### config.mk
export PLATFORM = sky130hd
export DESIGN_NAME = waffle_solver_ctrl
export DESIGN_NICKNAME = d
export VERILOG_FILES = /design/src/rtl/waffle_pkg.sv /design/src/rtl/waffle_solver.sv /design/src/rtl/waffle_solver_ctrl.sv
export SDC_FILE = /design/constraint.sdc
export NUM_CORES = 2
export LEC_CHECK = 0
export ABC_CLOCK_PERIOD_IN_PS = 139000
export CAP_MARGIN = 30
export CORE_ASPECT_RATIO = 1.25
export CORE_UTILIZATION = 30
export DETAILED_ROUTE_END_ITERATION = 8
export PLACE_DENSITY = 0.41
export SYNTH_ARGS = -nofsm -noshare
export SYNTH_HDL_FRONTEND = slang
export SYNTH_SLANG_ARGS = --single-unit
### constraint.sdc
create_clock -name clk -period 139 [get_ports clk]
set_clock_uncertainty 0.15 [all_clocks]
set_input_delay 27.8 -clock clk [delete_from_list [all_inputs] [get_ports clk]]
set_output_delay 27.8 -clock clk [all_outputs]
set_load 0.01 [all_outputs]
### src/rtl/waffle_pkg.sv
// Shared types and default sizing for the waffle solver and its sequencer.
package waffle_pkg;

    // Default image geometry and timing, used as parameter defaults by the design.
    localparam int DEF_IMG_ROWS     = 2;
    localparam int DEF_IMG_COLS     = 4;
    localparam int DEF_ADDR_W       = 32;
    localparam int DEF_SOLVE_CYCLES = 4;

    // Number of image words fetched per job at the default geometry.
    localparam int NUM_WORDS = DEF_IMG_ROWS * DEF_IMG_COLS;

    typedef logic signed [31:0] word_t;

    typedef enum logic [2:0] {
        IDLE,
        FETCH_REQ,
        FETCH_WAIT,
        SOLVE,
        DONE
    } ctrl_state_e;

endpackage

### src/rtl/waffle_solver.sv
// Combinational max-sum subrectangle over a small signed image.
// The empty rectangle is always allowed, so the answer is never negative.
module waffle_solver
    import waffle_pkg::*;
#(
    parameter int IMG_ROWS = DEF_IMG_ROWS,
    parameter int IMG_COLS = DEF_IMG_COLS
) (
    input  word_t memory_input [IMG_ROWS][IMG_COLS],
    output word_t max_sum
);

    // For each row band, accumulate column sums and scan every column span.
    function automatic word_t best_rect(input word_t img [IMG_ROWS][IMG_COLS]);
        word_t best;
        word_t run;
        word_t col_sum [IMG_COLS];
        best = '0;
        for (int r1 = 0; r1 < IMG_ROWS; r1++) begin
            for (int c = 0; c < IMG_COLS; c++) begin
                col_sum[c] = '0;
            end
            for (int r2 = r1; r2 < IMG_ROWS; r2++) begin
                for (int c = 0; c < IMG_COLS; c++) begin
                    col_sum[c] = col_sum[c] + img[r2][c];
                end
                for (int c1 = 0; c1 < IMG_COLS; c1++) begin
                    run = '0;
                    for (int c2 = c1; c2 < IMG_COLS; c2++) begin
                        run = run + col_sum[c2];
                        if (run > best) begin
                            best = run;
                        end
                    end
                end
            end
        end
        return best;
    endfunction

    // Pure combinational evaluation of the buffered image.
    always_comb begin
        max_sum = best_rect(memory_input);
    end

endmodule

### src/rtl/waffle_solver_ctrl.sv
// Sequencer around waffle_solver: fetches the image word by word into a
// register buffer, holds it stable for a fixed settle window, captures the
// solver output and returns it over a valid/ready handshake.
module waffle_solver_ctrl
    import waffle_pkg::*;
#(
    parameter int IMG_ROWS     = DEF_IMG_ROWS,
    parameter int IMG_COLS     = DEF_IMG_COLS,
    parameter int ADDR_W       = DEF_ADDR_W,
    parameter int SOLVE_CYCLES = DEF_SOLVE_CYCLES
) (
    input  logic              clk,
    input  logic              rst_n,
    input  logic              start,
    input  logic [ADDR_W-1:0] base_addr,
    output logic              busy,
    output logic              mem_req,
    output logic [ADDR_W-1:0] mem_addr,
    input  logic              mem_rvalid,
    input  logic [31:0]       mem_rdata,
    output logic              res_valid,
    input  logic              res_ready,
    output logic [31:0]       result
);

    localparam int N_WORDS = IMG_ROWS * IMG_COLS;
    localparam int IDX_W   = (N_WORDS > 1) ? $clog2(N_WORDS) : 1;
    localparam int CNT_W   = $clog2(SOLVE_CYCLES) + 1;

    localparam logic [IDX_W-1:0] LAST_IDX = IDX_W'(N_WORDS - 1);
    localparam logic [CNT_W-1:0] LAST_CNT = CNT_W'(SOLVE_CYCLES - 1);

    ctrl_state_e       state_q;
    ctrl_state_e       state_d;
    logic [ADDR_W-1:0] base_q;
    logic [IDX_W-1:0]  idx_q;
    logic [CNT_W-1:0]  cnt_q;
    logic [31:0]       result_q;
    word_t             buffer [IMG_ROWS][IMG_COLS];
    word_t             solver_out;

    logic word_accept;
    logic last_word;
    logic solve_end;

    assign word_accept = (state_q == FETCH_WAIT) && mem_rvalid;
    assign last_word   = (idx_q == LAST_IDX);
    assign solve_end   = (state_q == SOLVE) && (cnt_q == LAST_CNT);

    // The solver only ever sees registered buffer contents.
    waffle_solver #(
        .IMG_ROWS (IMG_ROWS),
        .IMG_COLS (IMG_COLS)
    ) u_solver (
        .memory_input (buffer),
        .max_sum      (solver_out)
    );

    // State register; reset aborts any job in flight.
    always_ff @(posedge clk or negedge rst_n) begin
        if (!rst_n) begin
            state_q <= IDLE;
        end else begin
            state_q <= state_d;
        end
    end

    // Next-state logic for the fetch / solve / handshake sequence.
    always_comb begin
        state_d = state_q;
        case (state_q)
            IDLE: begin
                if (start) begin
                    state_d = FETCH_REQ;
                end
            end
            FETCH_REQ: begin
                state_d = FETCH_WAIT;
            end
            FETCH_WAIT: begin
                if (mem_rvalid) begin
                    state_d = last_word ? SOLVE : FETCH_REQ;
                end
            end
            SOLVE: begin
                if (cnt_q == LAST_CNT) begin
                    state_d = DONE;
                end
            end
            DONE: begin
                if (res_ready) begin
                    state_d = IDLE;
                end
            end
            default: begin
                state_d = IDLE;
            end
        endcase
    end

    // Job bookkeeping: base address, word index, settle counter and result.
    always_ff @(posedge clk or negedge rst_n) begin
        if (!rst_n) begin
            base_q   <= '0;
            idx_q    <= '0;
            cnt_q    <= '0;
            result_q <= '0;
        end else begin
            if ((state_q == IDLE) && start) begin
                base_q <= base_addr;
                idx_q  <= '0;
            end
            if (word_accept) begin
                if (last_word) begin
                    cnt_q <= '0;
                end else begin
                    idx_q <= idx_q + 1'b1;
                end
            end
            if (state_q == SOLVE) begin
                cnt_q <= cnt_q + 1'b1;
            end
            if (solve_end) begin
                result_q <= solver_out;
            end
        end
    end

    // Image buffer, written one word at a time in row-major order.
    always_ff @(posedge clk or negedge rst_n) begin
        if (!rst_n) begin
            for (int r = 0; r < IMG_ROWS; r++) begin
                for (int c = 0; c < IMG_COLS; c++) begin
                    buffer[r][c] <= '0;
                end
            end
        end else begin
            for (int r = 0; r < IMG_ROWS; r++) begin
                for (int c = 0; c < IMG_COLS; c++) begin
                    if (word_accept && (idx_q == IDX_W'(r * IMG_COLS + c))) begin
                        buffer[r][c] <= $signed(mem_rdata);
                    end
                end
            end
        end
    end

    assign busy      = (state_q != IDLE);
    assign mem_req   = (state_q == FETCH_REQ);
    assign mem_addr  = mem_req ? (base_q + ADDR_W'(idx_q)) : '0;
    assign res_valid = (state_q == DONE);
    assign result    = result_q;

endmodule

==> summary.md <==
| Metric | Value |
|---|---|
| Clock H-tree levels | 2 |
| Vias per cell | roughly 5.6 |
| Ranking of synthesized cells by area | ha_1, dfrtp_1, a21oi_1, xnor2_1, o21bai_1 |
| Post-synth top area cell | ha_1 |
| GRT Overall Usage | 28.4% |
| Number of global-route vias before repair | around 68,000 |
| Die ar. | 245,000 um^2 |
| Endpoints failing hold | 0 |
| F_max | between 0.009 and 0.01 GHz |
| DR WL/cell | 28.4 um |
| Crit path buf inv count | 35 |
| Root Buffer | clkbuf_16 |
| Initial antenna violation count | 18 |
| Row count | 202 |
| Num ports | 136 |
| Die height | 553 um |
| Layout Nets | around 11,000 |
| Tmin final | about 110 ns |
| Primary FF master, synth | dfrtp_1 |
| DR WL met3 | 15.7 mm |
| Cells after synthesis | 9,229 |
| Top routing layer in use | met5 |
| # port buffers | 135 |
| Max-slew violation count | 0 |
| Skew-Pair Late Insertion Delay | 0.63 ns |
| Syn Area/Cell | ~7.9 um^2 |
| CTS tree | built |
| Net Count, Synth | 10,900 |
| Final setup TNS | 0 ns |
| Largest net degree at the start of global routing | 63 |
| CTS Buf Count | 39 |
| Core area | 242,000 um^2 |
| Rel. slew slack | about a quarter |
| Overflow after GRT | 0 |
| Setup bufs post-CTS | 0 |
| WP data required | 139.37 ns |
| Register area share after synthesis | 11.3% |
| Netlist cell types | 128 |
| Area grow syn2layout | 11.4% |
| DRC Markers | 0 |
| Worst path max stage delay | 0.85 ns |
| Crit Path Max Fanout | 62 |
| Sink Count | roughly 330 |
| Placer congestion estimate | approximately 0.95 |
| Final HPWL from detailed placement | approximately 300 mm |
| Synth top area share | 26.9% |
| RSZ-0062 raised after global routing | false |
| Initial Util | between 30% and 40% |
| Run status | finished, final reports clean |
| HP Class | reg -> reg |
| Met1 wire length | between 150 and 200 mm |
| Hold Buf Count CTS | 0 |
| Synthesis Warnings | 0 |
| Crit-path slowest cell | nor4_1 |
| Max Root-Sink Buffers | 3 |
| CP Launch Type | flop |
| Crit end category | flop |
| DRT iter0 DRCs | a little under 5,000 |
| CP top delay family | compound AO/OA/AOI/OAI gates |
| Met2 wire len | 169 mm |
| DR vias | 70,500 |
| Max-Cap Viols | 0 |
| Crit Path Class | reg -> reg |
| Worst-path clk slew | about 0.07 ns |
| Chip Width | 443 um |
| Crit path DAT | 107.33 ns |
| Asr flop ratio synth | between 90% and 100% |
| Setup-failing EPs final | 0 |
| Post-route clock period utilization | approximately 77% |
| Post-synth EDFFs | 0 |
| Post-CTS resize count | 0 |
| Most frequent cell on the critical path | a21oi_1 |
| Worst-Margin Slew | 1.11 ns |
| Global-route wire length before repair | 505 mm |
| Netlist Area Pre-Place | ~73,000 um^2 |
| Final WL | 360 mm |
| Layout cells sized above 1 | a little under a tenth |
| Flops & latches, synth | 329 |
| Antenna-violating nets left | 0 |
| Drt first pass iters | 6 |
==> cells in the final DEF, fill, tap and decap left out, types with 73 or more instances in the layout <==
| master | instances |
|---|---|
| buf_4 | 308 |
| o21bai_1 | 610 |
| inv_1 | 848 |
| dfrtp_1 | 329 |
| nor2b_1 | 182 |
| ha_1 | 1567 |
| nand3_1 | 73 |
| xnor2_1 | 582 |
| mux2_2 | 324 |
| a31oi_1 | 76 |
| nand2_1 | 532 |
| a21o_1 | 207 |
| clkdlybuf4s50_1 | 134 |
| nor2_1 | 520 |
| o21ai_0 | 526 |
| a21oi_1 | 1240 |
| xor2_1 | 135 |
| nand2b_1 | 116 |
| mux2i_1 | 182 |
| nand4_1 | 181 |
==> cell families (layout without fill, tap and decap cells) <==
family | Yosys count | in the layout | synth area share [%]
AO/OA/AOI/OAI | 2978 | 2978 | 25.1
flip-flops | 329 | 329 | 11.3
AND/OR/NAND/NOR | 1975 | 1975 | 13.4
XOR/XNOR | 751 | 751 | 9.03
buffers and inverters | 1082 | 1365 | 5.95
multiplexers | 513 | 513 | 7.64
adder cells (fa/ha/maj) | 1600 | 1600 | 27.7
other | 1 | 10 | 0.00514
==> state kept, by name (all words and copies together) (netlist names) <==
name	count
cnt_q	3
result	32
base_q	32
state_q	3
idx_q	3
buffer	256
==> stage by stage <==
step | instances | area [um^2] | hold slack [ns] | util, % | setup slack, ns
after floorplan | 9229 | 72900 | 0.316 | - | 51.95
after global placement | 12600 | 79800 | 0.331 | 33.0 | 34.40
after detailed placement | 12600 | 79800 | 0.340 | 33.0 | 33.57
after CTS | 12700 | 81200 | 0.355 | 33.6 | 33.23
after global routing | 12700 | 81200 | 0.366 | 33.6 | 22.68
final | 12700 | 81200 | 0.347 | 33.6 | 32.04
==> final timing paths <==
| kind | endpoint | depth (start not counted) | startpoint | slack [ns] |
|---|---|---|---|---|
| setup / recovery | result[25]$_DFFE_PN0P_ | 490 | buffer[193]$_DFFE_PN0P_ | 32.04 |
| hold / removal | cnt_q[2]$_DFFE_PN0P_ | 2 | cnt_q[2]$_DFFE_PN0P_ | 0.35 |
| setup reg to reg | result[25]$_DFFE_PN0P_ | 490 | buffer[193]$_DFFE_PN0P_ | 32.04 |
| hold reg to reg | cnt_q[2]$_DFFE_PN0P_ | 2 | cnt_q[2]$_DFFE_PN0P_ | 0.35 |
| max in group asynchronous | buffer[229]$_DFFE_PN0P_ | 5 | rst_n | 108.16 |
| min in group asynchronous | result[25]$_DFFE_PN0P_ | 1 | rst_n | 26.90 |
==> synth_stat cells, types with 8 or more instances <==
master / count
inv_1: 848
and3_1: 56
a2111oi_0: 12
xor2_1: 136
nor3_1: 65
or2_2: 17
buf_1: 38
ha_1: 1567
o31a_1: 10
a221oi_1: 8
a211oi_1: 18
xnor2_1: 614
nand3_1: 76
o221ai_1: 13
o211a_1: 9
buf_2: 9
mux2_2: 324
a21o_1: 207
o21ai_1: 49
clkbuf_1: 135
or2b_1: 9
nor2_1: 528
nand4_1: 181
o21ai_0: 527
buf_4: 26
and4_1: 28
o31ai_1: 9
fa_1: 23
nand2b_1: 116
or4_1: 10
o211ai_1: 22
and2_1: 54
or3_1: 26
buf_6: 14
dfrtp_1: 329
nor4_1: 37
nor2b_1: 182
o2111ai_1: 10
o21a_1: 23
maj3_1: 8
nand2_1: 534
a31oi_1: 78
o21bai_1: 611
a21oi_1: 1241
mux2i_1: 182
==> final cells by class <==
| class | count | area [um^2] |
|---|---|---|
| diodes | 9 | 22.5 |
| clock buffers | 54 | 1110 |
| clock inverters | 13 | 214 |
| fillers | 25300 | 161000 |
| inverters | 849 | 3190 |
| multi-input cells | 7818 | 60800 |
| flip-flops and latches | 329 | 8230 |
| well taps | 3162 | 3960 |
| repair buffers | 449 | 3730 |
==> layer usage <==
| metal | track usage (%) | up-vias |
|---|---|---|
| met5 | 0 | - |
| met4 | 14.6 | 8 |
| met3 | 2.73 | 495 |
| met2 | 48.3 | 1864 |
| met1 | 35.5 | 34200 |
| li1 | - | 33900 |
==> worst reg2reg max path: cells and delay by family (launching register included) <==
family / cells / cell delay, ns
XOR/XNOR: 3 / 0.65
buffers and inverters: 35 / 11.87
multiplexers: 12 / 3.67
adder cells (fa/ha/maj): 30 / 9.70
AND/OR/NAND/NOR: 169 / 30.42
AO/OA/AOI/OAI: 241 / 49.62
flip-flops: 1 / 0.83
Power is not shown: default switching activity piles up to over one toggle a cycle in this logic, so the estimate is an artifact.
